## src/rtl/urv_trap_ctrl_pkg.sv

```systemverilog
// Shared definitions for the machine-mode trap controller: CSR addresses,
// architectural bit positions inside mstatus/mie/mip, interrupt cause codes
// and the trap-sequencing state type.
package urv_trap_ctrl_pkg;

  localparam int unsigned XLEN       = 32;
  localparam int unsigned CSR_ADDR_W = 12;
  localparam int unsigned CAUSE_W    = 4;

  // CSR addresses
  localparam logic [CSR_ADDR_W-1:0] CSR_ID_MSTATUS = 12'h300;
  localparam logic [CSR_ADDR_W-1:0] CSR_ID_MIE     = 12'h304;
  localparam logic [CSR_ADDR_W-1:0] CSR_ID_MEPC    = 12'h341;
  localparam logic [CSR_ADDR_W-1:0] CSR_ID_MCAUSE  = 12'h342;
  localparam logic [CSR_ADDR_W-1:0] CSR_ID_MIP     = 12'h344;

  // Bit positions of the implemented fields
  localparam int unsigned MSTATUS_MIE_BIT  = 3;
  localparam int unsigned MSTATUS_MPIE_BIT = 7;
  localparam int unsigned MIX_MEI_BIT      = 11;
  localparam int unsigned MIX_MTI_BIT      = 7;

  // Interrupt cause codes (mcause[3:0] with mcause[31] set)
  localparam logic [CAUSE_W-1:0] CAUSE_IRQ_EXT   = 4'd11;
  localparam logic [CAUSE_W-1:0] CAUSE_IRQ_TIMER = 4'd7;

  typedef enum logic [1:0] {
    ST_IDLE  = 2'd0,
    ST_REQ   = 2'd1,
    ST_FLUSH = 2'd2
  } trap_state_t;

endpackage

```

## src/rtl/urv_trap_ctrl.sv

```systemverilog
// Machine-mode trap/interrupt controller. Owns mstatus, mie, mip, mepc and
// mcause, sequences exception/interrupt entry and mret, and raises the
// pipeline's interrupt request and trap-redirect pulse.
// Ports:
//   clk_i, rst_i            clock, synchronous active-high reset
//   x_stall_i, x_kill_i     X-stage stall / cancel; either blocks commit
//   d_is_csr_i, d_csr_sel_i, x_csr_write_value_i   CSR write from the CSR unit
//   d_is_mret_i             mret in X
//   x_pc_i                  PC of the X instruction (saved to mepc on trap)
//   x_exception_i, x_exception_cause_i   synchronous exception and its cause
//   irq_ext_i, irq_timer_i  level interrupt pins
//   x_irq_o                 interrupt request (trap taken at next commit)
//   x_trap_o                one-cycle pulse after a trap commits
//   csr_*_o                 CSR read values
module urv_trap_ctrl
  import urv_trap_ctrl_pkg::*;
#(
  parameter int unsigned g_with_timer_irq = 1
) (
  input  logic                  clk_i,
  input  logic                  rst_i,
  input  logic                  x_stall_i,
  input  logic                  x_kill_i,
  input  logic                  d_is_csr_i,
  input  logic [CSR_ADDR_W-1:0] d_csr_sel_i,
  input  logic [XLEN-1:0]       x_csr_write_value_i,
  input  logic                  d_is_mret_i,
  input  logic [XLEN-1:0]       x_pc_i,
  input  logic                  x_exception_i,
  input  logic [CAUSE_W-1:0]    x_exception_cause_i,
  input  logic                  irq_ext_i,
  input  logic                  irq_timer_i,
  output logic                  x_irq_o,
  output logic                  x_trap_o,
  output logic [XLEN-1:0]       csr_mstatus_o,
  output logic [XLEN-1:0]       csr_mip_o,
  output logic [XLEN-1:0]       csr_mie_o,
  output logic [XLEN-1:0]       csr_mepc_o,
  output logic [XLEN-1:0]       csr_mcause_o
);

  localparam bit TIMER_EN = (g_with_timer_irq != 0);

  trap_state_t          state;
  logic                 st_mie, st_mpie;
  logic                 ie_mei, ie_mti;
  logic                 ip_mei, ip_mti;
  logic [XLEN-3:0]      epc;
  logic                 cause_irq;
  logic [CAUSE_W-1:0]   cause_code;

  logic commit, csr_we;
  logic wr_mstatus, wr_mie, wr_mepc, wr_mcause;
  logic pending, exc_take, irq_take, trap_take, mret_take;
  logic unused;

  // Commit qualification and trap decisions
  assign commit     = !x_stall_i && !x_kill_i;
  assign csr_we     = commit && d_is_csr_i;
  assign wr_mstatus = csr_we && (d_csr_sel_i == CSR_ID_MSTATUS);
  assign wr_mie     = csr_we && (d_csr_sel_i == CSR_ID_MIE);
  assign wr_mepc    = csr_we && (d_csr_sel_i == CSR_ID_MEPC);
  assign wr_mcause  = csr_we && (d_csr_sel_i == CSR_ID_MCAUSE);

  assign pending   = ((ip_mei && ie_mei) || (ip_mti && ie_mti)) && st_mie;
  assign exc_take  = commit && x_exception_i;
  // An exception committing in ST_REQ pre-empts the interrupt
  assign irq_take  = commit && (state == ST_REQ) && pending && !x_exception_i;
  assign trap_take = exc_take || irq_take;
  assign mret_take = commit && d_is_mret_i && !x_exception_i;

  // Word alignment of mepc makes the low PC bits irrelevant
  assign unused = ^x_pc_i[1:0];

  // CSR read views; unimplemented bits read as zero
  always_comb begin
    csr_mstatus_o = '0;
    csr_mstatus_o[MSTATUS_MIE_BIT]  = st_mie;
    csr_mstatus_o[MSTATUS_MPIE_BIT] = st_mpie;
    csr_mie_o = '0;
    csr_mie_o[MIX_MEI_BIT] = ie_mei;
    csr_mie_o[MIX_MTI_BIT] = ie_mti;
    csr_mip_o = '0;
    csr_mip_o[MIX_MEI_BIT] = ip_mei;
    csr_mip_o[MIX_MTI_BIT] = ip_mti;
    csr_mepc_o   = {epc, 2'b00};
    csr_mcause_o = {cause_irq, {(XLEN-1-CAUSE_W){1'b0}}, cause_code};
  end

  // CSR state, trap entry/return and request sequencing
  always_ff @(posedge clk_i) begin
    if (rst_i) begin
      state      <= ST_IDLE;
      st_mie     <= 1'b0;
      st_mpie    <= 1'b0;
      ie_mei     <= 1'b0;
      ie_mti     <= 1'b0;
      ip_mei     <= 1'b0;
      ip_mti     <= 1'b0;
      epc        <= '0;
      cause_irq  <= 1'b0;
      cause_code <= '0;
      x_irq_o    <= 1'b0;
      x_trap_o   <= 1'b0;
    end else begin
      // Pins are sampled once; with the timer disabled MTIP stays 0
      ip_mei <= irq_ext_i;
      ip_mti <= TIMER_EN && irq_timer_i;

      // mie writes apply even in a trapping cycle
      if (wr_mie) begin
        ie_mei <= x_csr_write_value_i[MIX_MEI_BIT];
        ie_mti <= TIMER_EN && x_csr_write_value_i[MIX_MTI_BIT];
      end

      if (trap_take) begin
        epc     <= x_pc_i[XLEN-1:2];
        st_mpie <= st_mie;
        st_mie  <= 1'b0;
        if (exc_take) begin
          cause_irq  <= 1'b0;
          cause_code <= x_exception_cause_i;
        end else begin
          cause_irq  <= 1'b1;
          cause_code <= (ip_mei && ie_mei) ? CAUSE_IRQ_EXT : CAUSE_IRQ_TIMER;
        end
      end else begin
        if (wr_mstatus) begin
          st_mie  <= x_csr_write_value_i[MSTATUS_MIE_BIT];
          st_mpie <= x_csr_write_value_i[MSTATUS_MPIE_BIT];
        end
        if (mret_take) begin
          st_mie  <= st_mpie;
          st_mpie <= 1'b1;
        end
        if (wr_mepc) begin
          epc <= x_csr_write_value_i[XLEN-1:2];
        end
        if (wr_mcause) begin
          cause_irq  <= x_csr_write_value_i[XLEN-1];
          cause_code <= x_csr_write_value_i[CAUSE_W-1:0];
        end
      end

      x_trap_o <= trap_take;
      x_irq_o  <= 1'b0;

      case (state)
        ST_IDLE: begin
          if (exc_take) begin
            state <= ST_FLUSH;
          end else if (pending) begin
            state   <= ST_REQ;
            x_irq_o <= 1'b1;
          end
        end
        ST_REQ: begin
          if (trap_take) begin
            state <= ST_FLUSH;
          end else if (!pending) begin
            state <= ST_IDLE;
          end else begin
            x_irq_o <= 1'b1;
          end
        end
        // One quiet cycle so the pipeline can redirect
        ST_FLUSH: begin
          state <= exc_take ? ST_FLUSH : ST_IDLE;
        end
        default: begin
          state <= ST_IDLE;
        end
      endcase
    end
  end

endmodule
```

## config.mk

```make
export PLATFORM = sky130hd
export DESIGN_NAME = urv_trap_ctrl
export DESIGN_NICKNAME = d
export VERILOG_FILES = /design/src/rtl/urv_trap_ctrl_pkg.sv /design/src/rtl/urv_trap_ctrl.sv
export SDC_FILE = /design/constraint.sdc
export NUM_CORES = 1
export LEC_CHECK = 0
export CAP_MARGIN = 20
export CORE_ASPECT_RATIO = 1.25
export CORE_UTILIZATION = 35
export CTS_BUF_LIST = sky130_fd_sc_hd__clkbuf_4
export CTS_CLUSTER_SIZE = 20
export DETAILED_ROUTE_END_ITERATION = 16
export GPL_ROUTABILITY_DRIVEN = 0
export PLACE_DENSITY = 0.84
export SLEW_MARGIN = 20
export SYNTH_ARGS = -nofsm -noshare
export SYNTH_HDL_FRONTEND = slang
export SYNTH_SLANG_ARGS = --single-unit
export TNS_END_PERCENT = 1
```

## constraint.sdc

```tcl
create_clock -name clk_i -period 2 [get_ports clk_i]
set_input_delay 0.4 -clock clk_i [delete_from_list [all_inputs] [get_ports clk_i]]
set_output_delay 0.4 -clock clk_i [all_outputs]
set_load 0.02 [all_outputs]
```

==> run_results.csv, run 1 <==
group,metric,value,unit
job,cap_violations,0,
logic_synthesis,synth_top_area_share,0.2956,
drt,wl_per_cell,13.91,um
floorplanning,rows,38,
timing,setup_slack,0.08295,ns
timing,finalClockSkew,0.009370,ns
timing,fin_crit_sh,0.9585,
drt,drt-met1-wl,3.076,mm
power,power.density,486.2,mW/mm^2
placement,hpwl,6.843,mm
global_route,grt_pass1_wl,12.76,mm
logic_synthesis,synth_edf_count,0,
clocking,clock_latency,0.37,ns
timing,period_needed,1.917,ns
clocking,root_buffer,"clkbuf_4",
power,power_leakage,1.710,nW
critical_path,worst_setup_path_end_kind,"flip-flop",
logic_synthesis,syn_avg_cell_area,8.554,um^2
logic_synthesis,syn_area,0.003251,mm^2
run_status,run_status,"finished, final reports clean",
cells_and_area,fill_cells,849,
cells_and_area,nets,598,
global_route,grt_max_degree,27,
min_path,holdCritStartpoint,"rst_i",
drt,wl,8.763,mm
clocking,clock-sinks,45,
min_path,min_path_type,"input pin to flip-flop",
logic_synthesis,synth_top_area_cell,"buf_4",
logic_synthesis,ys.flop_type,"dfxtp_1",
critical_path,r2r_cells,6,
drt,wl_met2,4.653,mm
drt,via_per_inst,4.621,
drt,final_antenna_net_count,0,
clocking,cts_setup_buffers,0,
cells_and_area,final_area,0.004340,mm^2
global_route,grt_remaining_overflow,0,
drt,drc,0,
logic_synthesis,yosys_warnings,0,
cells_and_area,drive_gt1_frac,0.1238,
logic_synthesis,synth.area.top_cells,"buf_4 (30%), dfxtp_1 (28%), a311oi_2 (11%)",
clocking,clkTransAtPathRegs,0.14,ns
global_route,gr-usage-all-layers,0.1727,
global_route,grt_pass1_vias,2678,
critical_path,r2r_setup_slack,0.35,ns
clocking,numCtsBuffers,5,
timing,final_max_slew_viol_count,0,
critical_path,cp_data_required_time,2.28,ns
floorplanning,fp.dieW,88.20,um
logic_synthesis,ys_seq_elements,45,
clocking,tritoncts,"yes",
critical_path,crit_fanout,25,
critical_path,critPathKind,"input pin to flip-flop",
drt,drt_iter0_drc,115,
cells_and_area,area_delta_synth_final,33.53,%
critical_path,start_kind,"input pin",
clocking,cts_buffer_depth,2,
timing,max_freq,521.6,MHz
floorplanning,io_pins,251,
drt,drt-pass1-iter-count,4,
clocking,cts_resized,0,
timing,setup_viol,0,
clocking,htree_levels,2,
critical_path,r2r-start,"st_mie$_SDFFE_PP0P_",
placement,numPortBuffers,129,
timing,rsz0062_at_grt,"no",
placement,placedInstanceArea,0.004289,mm^2
placement,place_ws,-0.2789,ns
logic_synthesis,async_reset_ff_frac,0,
timing,hold_violations,0,
clocking,postCtsHoldBufs,0,
critical_path,arrival,2.19,ns
drt,met3WireLength,765,um
drt,vias,2911,
drt,routed.top_layer,"met4",
floorplanning,start_util,0.3676,
logic_synthesis,yosysSeqAreaShare,0.2771,
min_path,hold_path_end,"ip_mei$_SDFF_PP0_",
global_route,antenna_found_initial,1,
floorplanning,die_y,109.7,um
logic_synthesis,syn_inst,380,
floorplanning,coreArea,0.008843,mm^2
floorplanning,dieArea,0.009679,mm^2
critical_path,timing.rr.end,"cause_code[0]$_SDFFE_PP0P_",
logic_synthesis,netlist-cell-type-count,41,
min_path,holdPathStages,2,
power,ir_drop,202.7,uV
## synthesized netlist by cell type, types with 4 or more instances
cell      count
mux2i_1       9
nor3_1       31
a311oi_2     23
buf_6         4
dfxtp_1      45
nand2b_1      4
nand2_1      61
buf_4       128
clkbuf_1     14
a311oi_1      8
nor2_1        9
## cell usage in the layout, fill, tap and decap left out, types with 2 or more instances in the layout
cell	synthesis	final
conb_1	1	119
a311oi_2	23	23
clkbuf_4	0	6
dfxtp_1	45	45
inv_1	3	3
clkdlybuf4s50_1	0	128
buf_4	128	20
buf_12	0	4
nor4bb_1	2	2
a211o_1	3	3
nor2b_1	2	2
nor4_1	3	3
nand2b_1	4	3
a31oi_1	2	2
nand4_1	3	3
mux2i_1	9	9
nand2_1	61	61
a311oi_1	8	8
nor3_1	31	31
nor2_1	9	9
o22ai_1	2	2
## final cells by class
| cell class | count | area [um^2] | area share |
|---|---|---|---|
| antenna | 1 | 2.502 | 0.0005765 |
| inverter | 3 | 11.26 | 0.002594 |
| clock buffer | 6 | 45.04 | 0.01038 |
| multi-input combinational | 301 | 1710 | 0.3941 |
| sequential | 45 | 900.9 | 0.2076 |
| tap | 120 | 150.1 | 0.03459 |
| clock inverter | 1 | 3.754 | 0.0008648 |
| timing repair buffer | 153 | 1516 | 0.3494 |
## worst max-delay path, cell delays in order
cell and delay (ns):
clkdlybuf4s50_1 0.48, nor4bb_1 0.34, buf_4 0.18, and4_4 0.25
buf_12 0.17, nand2_1 0.08, a311oi_1 0.28
## power breakdown
| group | switching, W | total (W) | internal [W] |
|---|---|---|---|
| clock network | 0.000305 | 0.000447 | 0.000142 |
| logic | 0.000407 | 0.000705 | 0.000299 |
| registers | 0.0000219 | 0.000958 | 0.000937 |
## state kept, by name, summed over array words and instances (netlist names)
name,flops
cause_irq,1
ip_mei,1
ip_mti,1
st_mie,1
ie_mei,1
x_trap_o,1
st_mpie,1
cause_code,4
state,2
x_irq_o,1
ie_mti,1
epc,30
## worst max path at each step
stage                              startpoint                         end  slack [ns]  cells after the start
final                          d_csr_sel_i[6]        epc[28]$_SDFFE_PP0P_        0.08                      7
after global routing           d_csr_sel_i[6]  cause_code[0]$_SDFFE_PP0P_       0.005                      7
after CTS                 st_mie$_SDFFE_PP0P_            csr_mstatus_o[3]        0.09                      1
after detailed placement       d_csr_sel_i[6]  cause_code[0]$_SDFFE_PP0P_       -0.28                      7
after global placement         d_csr_sel_i[6]        epc[20]$_SDFFE_PP0P_       -0.19                      7
after floorplan                d_csr_sel_i[3]        epc[18]$_SDFFE_PP0P_        0.46                      5
## cells by family (layout without fill, tap and decap cells)
kind of cell / Yosys count / count (layout) / share of synthesized area
muxes: 9 / 9 / 0.02771
buffers and inverters: 152 / 163 / 0.3337
AOI/OAI and AO/OA: 47 / 47 / 0.1671
DFF: 45 / 45 / 0.2771
other: 1 / 120 / 0.001154
and+or+nand+nor: 126 / 126 / 0.1932
## per-stage QoR
stage | hold slack [ns] | std cells | setup TNS (ns) | utilization | power, W
5_1_grt | 0.3120 | 630 | 0 | 0.4908 | 0.002212
2_1_floorplan | 0.4372 | 498 | 0 | - | 0.001542
4_1_cts | 0.3092 | 629 | 0 | 0.4905 | 0.002128
3_3_place_gp | 0.4505 | 622 | -5.810 | 0.4850 | 0.001668
6_report | 0.3194 | 630 | 0 | 0.4908 | 0.002110
3_5_place_dp | 0.4617 | 622 | -7.760 | 0.4850 | 0.001680
## routing by layer
layer / vias up / global-route usage
li1: 1329 / -
met1: 1374 / 0.1759
met2: 189 / 0.3264
met3: 19 / 0.03904
met4: 0 / 0.08295
met5: - / 0
Power figures use the tool's default switching activity.
==> run 2, diff against run 1 <==
CORE_MARGIN = 2   (was default)
REMOVE_ABC_BUFFERS = 1   (was default)
==> run 2 against run 1 <==
- sequential share of layout area hardly changed
- critical path depth is 6 lower
- register-to-register slack worse by 0.02 ns
- routed wire length is 0.55% lower
- clock skew is 0.0035 ns higher
- die area is 4.1% higher
- setup slack better by 0.022 ns
- critical endpoint is now csr_mstatus_o[3]
- largest cell class unchanged
==> run_results.csv, run 2 (same netlist as run 1, synthesis figures left out) <==
group,metric,value,unit
clocking,clock_latency,0.37,ns
critical_path,arrival,1.49,ns
clocking,postCtsHoldBufs,0,
drt,wl,8.715,mm
power,power.density,485.5,mW/mm^2
floorplanning,dieArea,0.01008,mm^2
job,cap_violations,0,
drt,final_antenna_net_count,0,
critical_path,cp-startpoint,"st_mie$_SDFFE_PP0P_",
cells_and_area,drive_gt1_frac,0.1220,
floorplanning,start_util,0.3581,
critical_path,critPathKind,"flip-flop to primary output",
drt,drt-pass1-iter-count,4,
cells_and_area,final_cell_mix,"clkdlybuf4s50_1 (128), conb_1 (119), nand2_1 (61)",
timing,max_freq,527.8,MHz
global_route,grt_pass1_vias,2803,
cells_and_area,diodes,0,
global_route,antenna_found_initial,1,
global_route,grt_remaining_overflow,0,
critical_path,cp_cell_sequence,"clkdlybuf4s50_1",
floorplanning,fp.dieW,90.20,um
timing,finalClockSkew,0.01288,ns
critical_path,start_kind,"flip-flop",
drt,wl_per_cell,13.81,um
clocking,numCtsBuffers,5,
timing,rsz0062_at_grt,"no",
cells_and_area,layout_commonest_cell,"clkdlybuf4s50_1",
drt,vias,2840,
critical_path,worst_setup_path_end_kind,"primary output",
timing,fin_crit_sh,0.9473,
min_path,min_path_type,"input pin to flip-flop",
drt,drc,0,
drt,drt_iter0_drc,88,
cells_and_area,instances_no_fill,631,
power,power_leakage,1.705,nW
cells_and_area,top_register,"epc",
global_route,grt_pass1_wl,13.69,mm
clocking,tritoncts,"yes",
timing,setup_viol,0,
timing,period_needed,1.895,ns
clocking,cts_setup_buffers,0,
critical_path,crit_fanout,6,
cells_and_area,area_delta_synth_final,33.33,%
global_route,grt_max_degree,27,
critical_path,path_delay_family,"buffers and inverters",
cells_and_area,fill_cells,871,
floorplanning,io_pins,251,
global_route,gr-usage-all-layers,0.1661,
timing,tns,0,ns
floorplanning,coreArea,0.009076,mm^2
clocking,htree_levels,2,
timing,final_max_slew_viol_count,0,
clocking,clkTransAtPathRegs,0.14,ns
floorplanning,rows,39,
clocking,clock-sinks,45,
power,ir_drop,250.3,uV
run_status,run_status,"finished, final reports clean",
placement,place_inst,624,
cells_and_area,nets,597,
timing,hold_violations,0,
clocking,cts_resized,0,
placement,numPortBuffers,129,
critical_path,max_stage_delay,0.66,ns
cells_and_area,reg_top3,"epc: 30 flops, cause_code: 4 flops, state: 2 flops",
critical_path,r2r-start,"st_mie$_SDFFE_PP0P_",
floorplanning,die_y,111.7,um
placement,hpwl,6.943,mm
critical_path,critPathBufInv,1,
critical_path,crit_slowest_cell,"clkdlybuf4s50_1",
cells_and_area,largest_register_ffs,30,
drt,via_per_inst,4.501,
min_path,holdCritStartpoint,"rst_i",
clocking,root_buffer,"clkbuf_4",
critical_path,cp_data_required_time,1.60,ns
clocking,cts_buffer_depth,2,
## run 2: area by class of cell
| type | instances | area, um^2 | area share |
|---|---|---|---|
| inverters | 3 | 11.26 | 0.002598 |
| clock inverters | 1 | 3.754 | 0.0008661 |
| repair buffers | 152 | 1509 | 0.3482 |
| clock buffers | 6 | 45.04 | 0.01039 |
| flip-flops and latches | 45 | 900.9 | 0.2079 |
| multi-input cells | 301 | 1710 | 0.3946 |
| well taps | 123 | 153.9 | 0.03551 |
## run 2: worst paths after layout
kind	to	slack [ns]	cells past startpoint
worst max-delay path	csr_mstatus_o[3]	0.11	1
worst min register to register	cause_code[0]$_SDFFE_PP0P_	0.49	2
worst max register to register	epc[4]$_SDFFE_PP0P_	0.33	5
worst min-delay path	state[1]$_SDFFE_PP0P_	0.32	3
## run 2: where the power goes
group	leakage [nW]	internal [W]	switching, W	total [W]
clock	0.0292	0.000142	0.000302	0.000444
combinational	1.31	0.000296	0.000404	0.000700
sequential	0.368	0.000937	0.0000229	0.000959
## run 2: layer usage
layer / part of all wire / wire, um / GRT usage
met3: 0.088 / 764 / 0.04871
met2: 0.54 / 4698 / 0.3228
met4: 0.013 / 114 / 0.05128
met1: 0.36 / 3128 / 0.1689
met5: 0.0011 / 10 / 0
## run 2: per-stage QoR
stage | hold WS, ns | total power (W) | util | setup slack (ns) | cell area [um^2]
global placement | 0.4548 | 0.001664 | 0.4722 | -0.1532 | 4285
detailed placement | 0.4643 | 0.001672 | 0.4722 | -0.2263 | 4285
floorplan | 0.4371 | 0.001330 | - | -0.6332 | 2620
finish | 0.3193 | 0.002104 | 0.4775 | 0.1053 | 4334
CTS | 0.3011 | 0.002130 | 0.4775 | 0.1069 | 4334
global route | 0.3061 | 0.002212 | 0.4775 | 0.02325 | 4334
